===== src/rtl/quad_pkg.sv =====
// rtl/quad_pkg.sv - shared constants and helpers for the quadrature encoder path
package quad_pkg;

  localparam int QUAD_DEBOUNCE_DEFAULT = 16;

  // Counter width able to hold 0..cycles, never narrower than one bit.
  function automatic int quad_cnt_width(input int cycles);
    int w;
    w = $clog2(cycles + 1);
    return (w < 1) ? 1 : w;
  endfunction

endpackage


===== src/rtl/quad_debounce_chan.sv =====
// rtl/quad_debounce_chan.sv - one encoder channel: 2-flop synchroniser plus stable-count debounce
module quad_debounce_chan
  import quad_pkg::*;
#(
  parameter int DEBOUNCE_CYCLES = QUAD_DEBOUNCE_DEFAULT
) (
  input  logic clk,
  input  logic rst,
  input  logic raw,
  output logic f,
  output logic chg
);

  localparam int CNT_W = quad_cnt_width(DEBOUNCE_CYCLES);
  localparam logic [CNT_W-1:0] CNT_LAST = CNT_W'(DEBOUNCE_CYCLES - 1);

  logic             sync1;
  logic             sync2;
  logic [CNT_W-1:0] cnt;

  // chg is decoded from flops only, so it marks the edge at which f will update
  // and lets the top register its classification alongside f.
  assign chg = (sync2 != f) && (cnt == CNT_LAST);

  always_ff @(posedge clk) begin
    if (rst) begin
      sync1 <= 1'b0;
      sync2 <= 1'b0;
      cnt   <= '0;
      f     <= 1'b0;
    end else begin
      sync1 <= raw;
      sync2 <= sync1;
      if (sync2 == f) begin
        cnt <= '0;
      end else if (chg) begin
        f   <= sync2;
        cnt <= '0;
      end else begin
        cnt <= cnt + CNT_W'(1);
      end
    end
  end

endmodule


===== src/rtl/quad_input_filter.sv =====
// rtl/quad_input_filter.sv - synchronise and debounce encoder A/B, flag steps and illegal double changes
module quad_input_filter
  import quad_pkg::*;
#(
  parameter int DEBOUNCE_CYCLES = QUAD_DEBOUNCE_DEFAULT
) (
  input  logic i_Clk,
  input  logic i_Rst,
  input  logic i_A,
  input  logic i_B,
  input  logic i_Err_Clr,
  output logic o_A,
  output logic o_B,
  output logic o_Step,
  output logic o_Err,
  output logic o_Err_Sticky
);

  logic chg_a;
  logic chg_b;
  logic both;

  quad_debounce_chan #(.DEBOUNCE_CYCLES(DEBOUNCE_CYCLES)) u_chan_a (
    .clk (i_Clk),
    .rst (i_Rst),
    .raw (i_A),
    .f   (o_A),
    .chg (chg_a)
  );

  quad_debounce_chan #(.DEBOUNCE_CYCLES(DEBOUNCE_CYCLES)) u_chan_b (
    .clk (i_Clk),
    .rst (i_Rst),
    .raw (i_B),
    .f   (o_B),
    .chg (chg_b)
  );

  assign both = chg_a & chg_b;

  // A simultaneous change on both channels is an illegal Gray transition;
  // a new error beats a clear arriving on the same edge.
  always_ff @(posedge i_Clk) begin
    if (i_Rst) begin
      o_Step       <= 1'b0;
      o_Err        <= 1'b0;
      o_Err_Sticky <= 1'b0;
    end else begin
      o_Step <= chg_a ^ chg_b;
      o_Err  <= both;
      if (both) begin
        o_Err_Sticky <= 1'b1;
      end else if (i_Err_Clr) begin
        o_Err_Sticky <= 1'b0;
      end
    end
  end

endmodule

===== config.mk =====
export PLATFORM = sky130hd
export DESIGN_NAME = quad_input_filter
export DESIGN_NICKNAME = d
export VERILOG_FILES = /design/src/rtl/quad_pkg.sv /design/src/rtl/quad_debounce_chan.sv /design/src/rtl/quad_input_filter.sv
export SDC_FILE = /design/constraint.sdc
export NUM_CORES = 1
export LEC_CHECK = 0
export ABC_AREA = 0
export CAP_MARGIN = 20
export CORE_MARGIN = 4
export CORE_UTILIZATION = 40
export CTS_CLUSTER_DIAMETER = 100
export DETAILED_ROUTE_END_ITERATION = 7
export HOLD_SLACK_MARGIN = 0.08
export PLACE_DENSITY = 0.63
export SKIP_LAST_GASP = 1
export SYNTH_ARGS = -nofsm -noshare
export SYNTH_HDL_FRONTEND = slang
export SYNTH_SLANG_ARGS = --single-unit

===== constraint.sdc =====
create_clock -name i_Clk -period 2.4 [get_ports i_Clk]
set_clock_uncertainty 0.15 [all_clocks]
set_input_delay 0.48 -clock i_Clk [delete_from_list [all_inputs] [get_ports i_Clk]]
set_output_delay 0.48 -clock i_Clk [all_outputs]
set_load 0.01 [all_outputs]

==> flow_summary.json, run 1 <==
{
  "cp_slowest_cell": "clkdlybuf4s50_1",
  "layout_common_cells": "dfxtp_1 (19), nor2_1 (13), clkdlybuf4s50_1 (9)",
  "hpwl_um": 694,
  "setup_tns_ps": 0,
  "timing.rr.start": "u_chan_a.cnt[0]",
  "syn_to_final_growth_pct": 18.5,
  "ys_types": 15,
  "ff2ff_path_depth": 6,
  "firstDrtPassIters": 1,
  "worstPathCellList": "clkdlybuf4s50_1",
  "crit_start": "u_chan_a.f",
  "end_kind": "primary output",
  "nets": 89,
  "portBuffers": 9,
  "cts_setup_buffers": 0,
  "cts_hold_buf": 0,
  "cap_violations": 0,
  "holdPathStages": 1,
  "pwr-share-comb_pct": 3.4,
  "timing.final.ws_setup_ps": 560,
  "synth_top_area_cell": "dfxtp_1",
  "antenna_left": 0,
  "grt_pass1_vias": 443,
  "pin_count": 10,
  "routed_wirelength_um": 914,
  "hold_start": "u_chan_a.sync1",
  "finalHoldViolCount": 0,
  "yosysSeqAreaShare_pct": 54.5,
  "die_height_um": 49.8,
  "post_cts_resized": 0,
  "h-tree-depth": 1,
  "avgViaCountPerCell": 4.62,
  "worst_ep_arrival_time_ps": 1210,
  "vias": 434,
  "final_cells": 94,
  "cp_num_cells": 1,
  "dieArea_um2": 2480,
  "num_rows": 14,
  "crit_type": "flop to primary output",
  "switchingPower_uw": 99.1,
  "synthDominantCellAreaShare_pct": 54.5,
  "startpoint_type": "flop",
  "outcome": "complete, no violations",
  "routabilityCongestion": 0.678,
  "dieWidth_um": 49.8,
  "path_buf_inv": 1,
  "finalCriticalPeriod_ps": 1840,
  "yosysWarningCount": 0,
  "postSynthCellCount": 66,
  "final_common_cell": "dfxtp_1",
  "cts-root-buf": "clkbuf_4",
  "sw_frac_of_total_pct": 20.1,
  "grt-ovfl-total": 0,
  "setup_viol": 0,
  "period_share_pct": 76.7,
  "clk-insertion-delay-late_ps": 290,
  "pwr-share-seq_pct": 65.2,
  "cts.path.max_buffers": 2,
  "holdCritPathClass": "flop to flop",
  "rsz0062_at_grt": "false",
  "avgSynthCellArea_um2": 10.6,
  "crit_family": "buffers and inverters",
  "synth_nets": 76,
  "cts_buffers": 3,
  "dp_slack_ps": 609,
  "max_freq_mhz": 543,
  "drt-initial-drc-count": 0,
  "globalRouteTotalUtil_pct": 9.45,
  "final_core_util_pct": 52.5,
  "antenna_found_initial": 0,
  "coreArea_um2": 1580,
  "ir_drop_v": 0.000307,
  "start_util_pct": 44.3,
  "slew_headroom_pct": 78.9,
  "critPathRequiredTime_ps": 1770,
  "leakage_nw": 0.372,
  "drive_gt1_share_pct": 11.5,
  "crit_path_max_fanout": 3,
  "cts_tree": "done",
  "clkTransAtPathRegs_ps": 100,
  "ys_seq_elements": 19,
  "grt_max_degree": 12,
  "power.share.clock_pct": 31.5,
  "diodes": 0,
  "dpl.cell_count": 90,
  "power.density_nw_per_um2": 596,
  "max_slew.worst_pin.slew_ps": 316,
  "finalMaxSlewViolations": 0,
  "route.detailed.drc": 0,
  "p_int_uw": 394,
  "wl_per_cell_um": 9.72,
  "yosys-top-cells-area": "dfxtp_1 (54%), ha_1 (9.0%), nor2_1 (7.0%)",
  "clkSinkCount": 19,
  "netlist_area_um2": 698,
  "cpPeakStageDelay_ps": 550,
  "grt_pass1_wl_um": 1720
}
-- cell type report --
| type | count | area, um2 |
|---|---|---|
| clock buffer | 4 | 26.3 |
| fill | 158 | 749 |
| inverter | 3 | 11.3 |
| multi-input combinational | 43 | 299 |
| sequential | 19 | 380 |
| tap | 16 | 20.0 |
| timing repair buffer | 9 | 90.1 |
-- flip-flops by register name, summed over array words and instances, names as in the netlist --
name and flops:
o_Err 1, o_Err_Sticky 1, o_Step 1, u_chan_a.cnt 5, u_chan_a.f 1, u_chan_a.sync1 1
u_chan_a.sync2 1, u_chan_b.cnt 5, u_chan_b.f 1, u_chan_b.sync1 1, u_chan_b.sync2 1
-- path summary, 6_finish.rpt --
check | to | slack, ps
worst min register to register | u_chan_a.sync2 | 290
worst min-delay path | u_chan_a.sync2 | 290
worst max register to register | o_Step | 600
worst max-delay path | o_A | 560
-- through the flow --
| step | cell area (um2) | power [mW] | hold WS, ps |
|---|---|---|---|
| finish | 827 | 0.493 | 292 |
| global route | 827 | 0.520 | 314 |
| CTS | 827 | 0.503 | 298 |
| detailed placement | 801 | 0.345 | 272 |
| global placement | 801 | 0.345 | 269 |
| floorplan | 698 | 0.338 | 261 |
-- synth_stat cells --
library cell	n
nand2_2	2
mux2i_1	2
xor2_1	4
buf_4	1
xnor2_1	2
nand3_1	2
and3_1	2
a21oi_1	1
and3_2	2
nor2_1	13
ha_1	5
and2_2	2
inv_1	3
dfxtp_1	19
and2b_1	6
-- routing by layer --
metal  vias up  global-route usage (%)  part of all wire [%]
met5         -                       0                     0
met4         0                    6.91                   1.2
met3         2                    3.92                   6.1
met2         8                    14.3                    43
met1       189                    10.5                    49
li1        235                       -                     -
-- power groups by stage --
stage / clock, mW / sequential, mW / combinational [mW]
floorplan: 0 / 0.328 / 0.00965
global placement: 0 / 0.328 / 0.0168
detailed placement: 0 / 0.328 / 0.0167
CTS: 0.165 / 0.321 / 0.0170
global route: 0.179 / 0.322 / 0.0189
finish: 0.155 / 0.321 / 0.0165
-- logic make-up after synthesis --
logic type                 synth area share, %
buffers and inverters                     2.69
AOI/OAI and AO/OA                        0.716
DFF                                       54.5
muxes                                     2.87
xor gates and xnor gates                  7.53
adders and majority gates                 8.96
and+or+nand+nor                           22.8
Note: power is estimated with default switching activity, not from simulation.
==> run 2, diff against run 1 <==
Settings changed: PLACE_DENSITY 0.63 to 0.65.
Clock period 2.4 ns to 1.56 ns, I/O delays scaled along.
==> flow_summary.json, run 2 (synthesis results as in run 1) <==
{
  "leakage_nw": 0.411,
  "cap_violations": 0,
  "cp-endpoint": "o_Step",
  "cpPeakStageDelay_ps": 350,
  "dieWidth_um": 49.8,
  "pin_count": 10,
  "final_common_cell": "dfxtp_1",
  "cts_tree": "done",
  "finalCriticalPeriod_ps": 1540,
  "diodes": 0,
  "worst_ep_arrival_time_ps": 1580,
  "routed_wirelength_um": 1060,
  "grt-ovfl-total": 0,
  "power.density_nw_per_um2": 808,
  "syn_to_final_growth_pct": 34.6,
  "drive_gt1_share_pct": 32.9,
  "max_freq_mhz": 648,
  "clk-insertion-delay-late_ps": 290,
  "end_kind": "flop",
  "layout_common_cells": "dfxtp_1 (15), nor2_1 (11), and2b_1 (6)",
  "hpwl_um": 846,
  "wl_per_cell_um": 10.8,
  "period_share_pct": 98.9,
  "cpMostUsedCell": "ha_4",
  "cp_slowest_cell": "dfxtp_2",
  "reg2reg_slack_ps": 20,
  "drt-initial-drc-count": 4,
  "met2_usage_pct": 17.6,
  "crit_path_max_fanout": 2,
  "globalRouteTotalUtil_pct": 11.1,
  "h-tree-depth": 1,
  "portBuffers": 9,
  "cts_hold_buf": 0,
  "top_regs": "u_chan_a.cnt x5, u_chan_b.cnt x5",
  "reg2reg_to": "o_Step",
  "crit_type": "flop to flop",
  "outcome": "complete, no violations",
  "nFillCells": 145,
  "slew_headroom_pct": 81.8,
  "clkSinkCount": 19,
  "antenna_found_initial": 0,
  "grt_pass1_wl_um": 1970,
  "holdCritPathClass": "flop to flop",
  "antenna_left": 0,
  "avgViaCountPerCell": 4.65,
  "cts.path.max_buffers": 2,
  "ir_drop_v": 0.000684,
  "grt_use_met3_pct": 5.42,
  "power.total_uw": 759,
  "dieArea_um2": 2480,
  "grt_pass1_vias": 482,
  "setup_viol": 0,
  "final_area_um2": 940,
  "place_area_um2": 911,
  "coreArea_um2": 1580,
  "max_slew.worst_pin.slew_ps": 273,
  "vias": 456,
  "grt_max_degree": 12,
  "nets": 93,
  "clkTransAtPathRegs_ps": 90,
  "routabilityCongestion": 0.662,
  "die_height_um": 49.8,
  "cts_buffers": 3,
  "met1_usage_pct": 11.6,
  "ff2ff_path_depth": 6,
  "route.detailed.drc": 0,
  "cts-root-buf": "clkbuf_4",
  "start_util_pct": 44.3,
  "firstDrtPassIters": 2,
  "grt-busiest-layer": "met2",
  "critPathRequiredTime_ps": 1600,
  "startpoint_type": "flop",
  "num_rows": 14,
  "timing.rr.start": "u_chan_b.cnt[0]",
  "crit_start": "u_chan_b.cnt[0]",
  "rsz0062_at_grt": "true",
  "worstPathCellList": "ha_4 -> and3_4 -> ha_4 -> and2_4 -> ha_4 -> and2b_1",
  "finalHoldViolCount": 0,
  "finalMaxSlewViolations": 0
}
run 2: metal layers:
metal / vias to the layer above / routed length, um
met4: 0 / 29
met3: 4 / 70
met1: 201 / 426
met5: - / 0
li1: 240 / -
met2: 11 / 533
run 2: stage by stage:
step | util [%] | hold WS, ps | cells | setup TNS [ps] | setup WS, ps
5_1_grt | 59.6 | 324 | 98 | -29.0 | -29.0
3_3_place_gp | 57.8 | 264 | 94 | 0 | 43.4
2_1_floorplan | - | 261 | 66 | 0 | 37.4
4_1_cts | 59.2 | 292 | 98 | 0 | 7.54
6_report | 59.6 | 288 | 98 | 0 | 17.1
3_5_place_dp | 57.8 | 268 | 94 | 0 | 21.2
run 2: worst max-delay path: cells and delay by family, from the launching register on:
kind | cells | cell delay, ps
fa+ha+maj | 3 | 530
flops | 1 | 350
simple gates | 3 | 430
run 2: worst min path at each step:
stage / startpoint / cells past startpoint / slack, ps / end
2_1_floorplan: u_chan_a.sync1 / 1 / 260 / u_chan_a.sync2
3_3_place_gp: u_chan_a.sync1 / 1 / 260 / u_chan_a.sync2
3_5_place_dp: u_chan_a.sync1 / 1 / 270 / u_chan_a.sync2
4_1_cts: u_chan_a.sync1 / 1 / 290 / u_chan_a.sync2
5_1_grt: u_chan_a.cnt[0] / 1 / 320 / u_chan_a.cnt[0]
6_report: u_chan_a.sync1 / 1 / 290 / u_chan_a.sync2
run 2: cell type report:
| type | count | area (um2) | area share [%] |
|---|---|---|---|
| multi-input combinational | 43 | 383 | 40.7 |
| tap | 16 | 20.0 | 2.13 |
| inverter | 3 | 11.3 | 1.20 |
| timing repair buffer | 13 | 114 | 12.1 |
| sequential | 19 | 385 | 41.0 |
| clock buffer | 4 | 26.3 | 2.80 |
run 2: report_power, final:
group	leakage [nW]	switching [mW]	internal (mW)	total (mW)
clock	0.0150	0.134	0.0994	0.234
sequential	0.156	0.00351	0.491	0.495
combinational	0.240	0.0122	0.0180	0.0302
total	0.411	0.150	0.609	0.759
run 2: what timing repair did:
action,CTS,global route
gates cloned,0,0
resized for setup,6,2
endpoints found under the setup margin,6,6
setup buffers,0,0
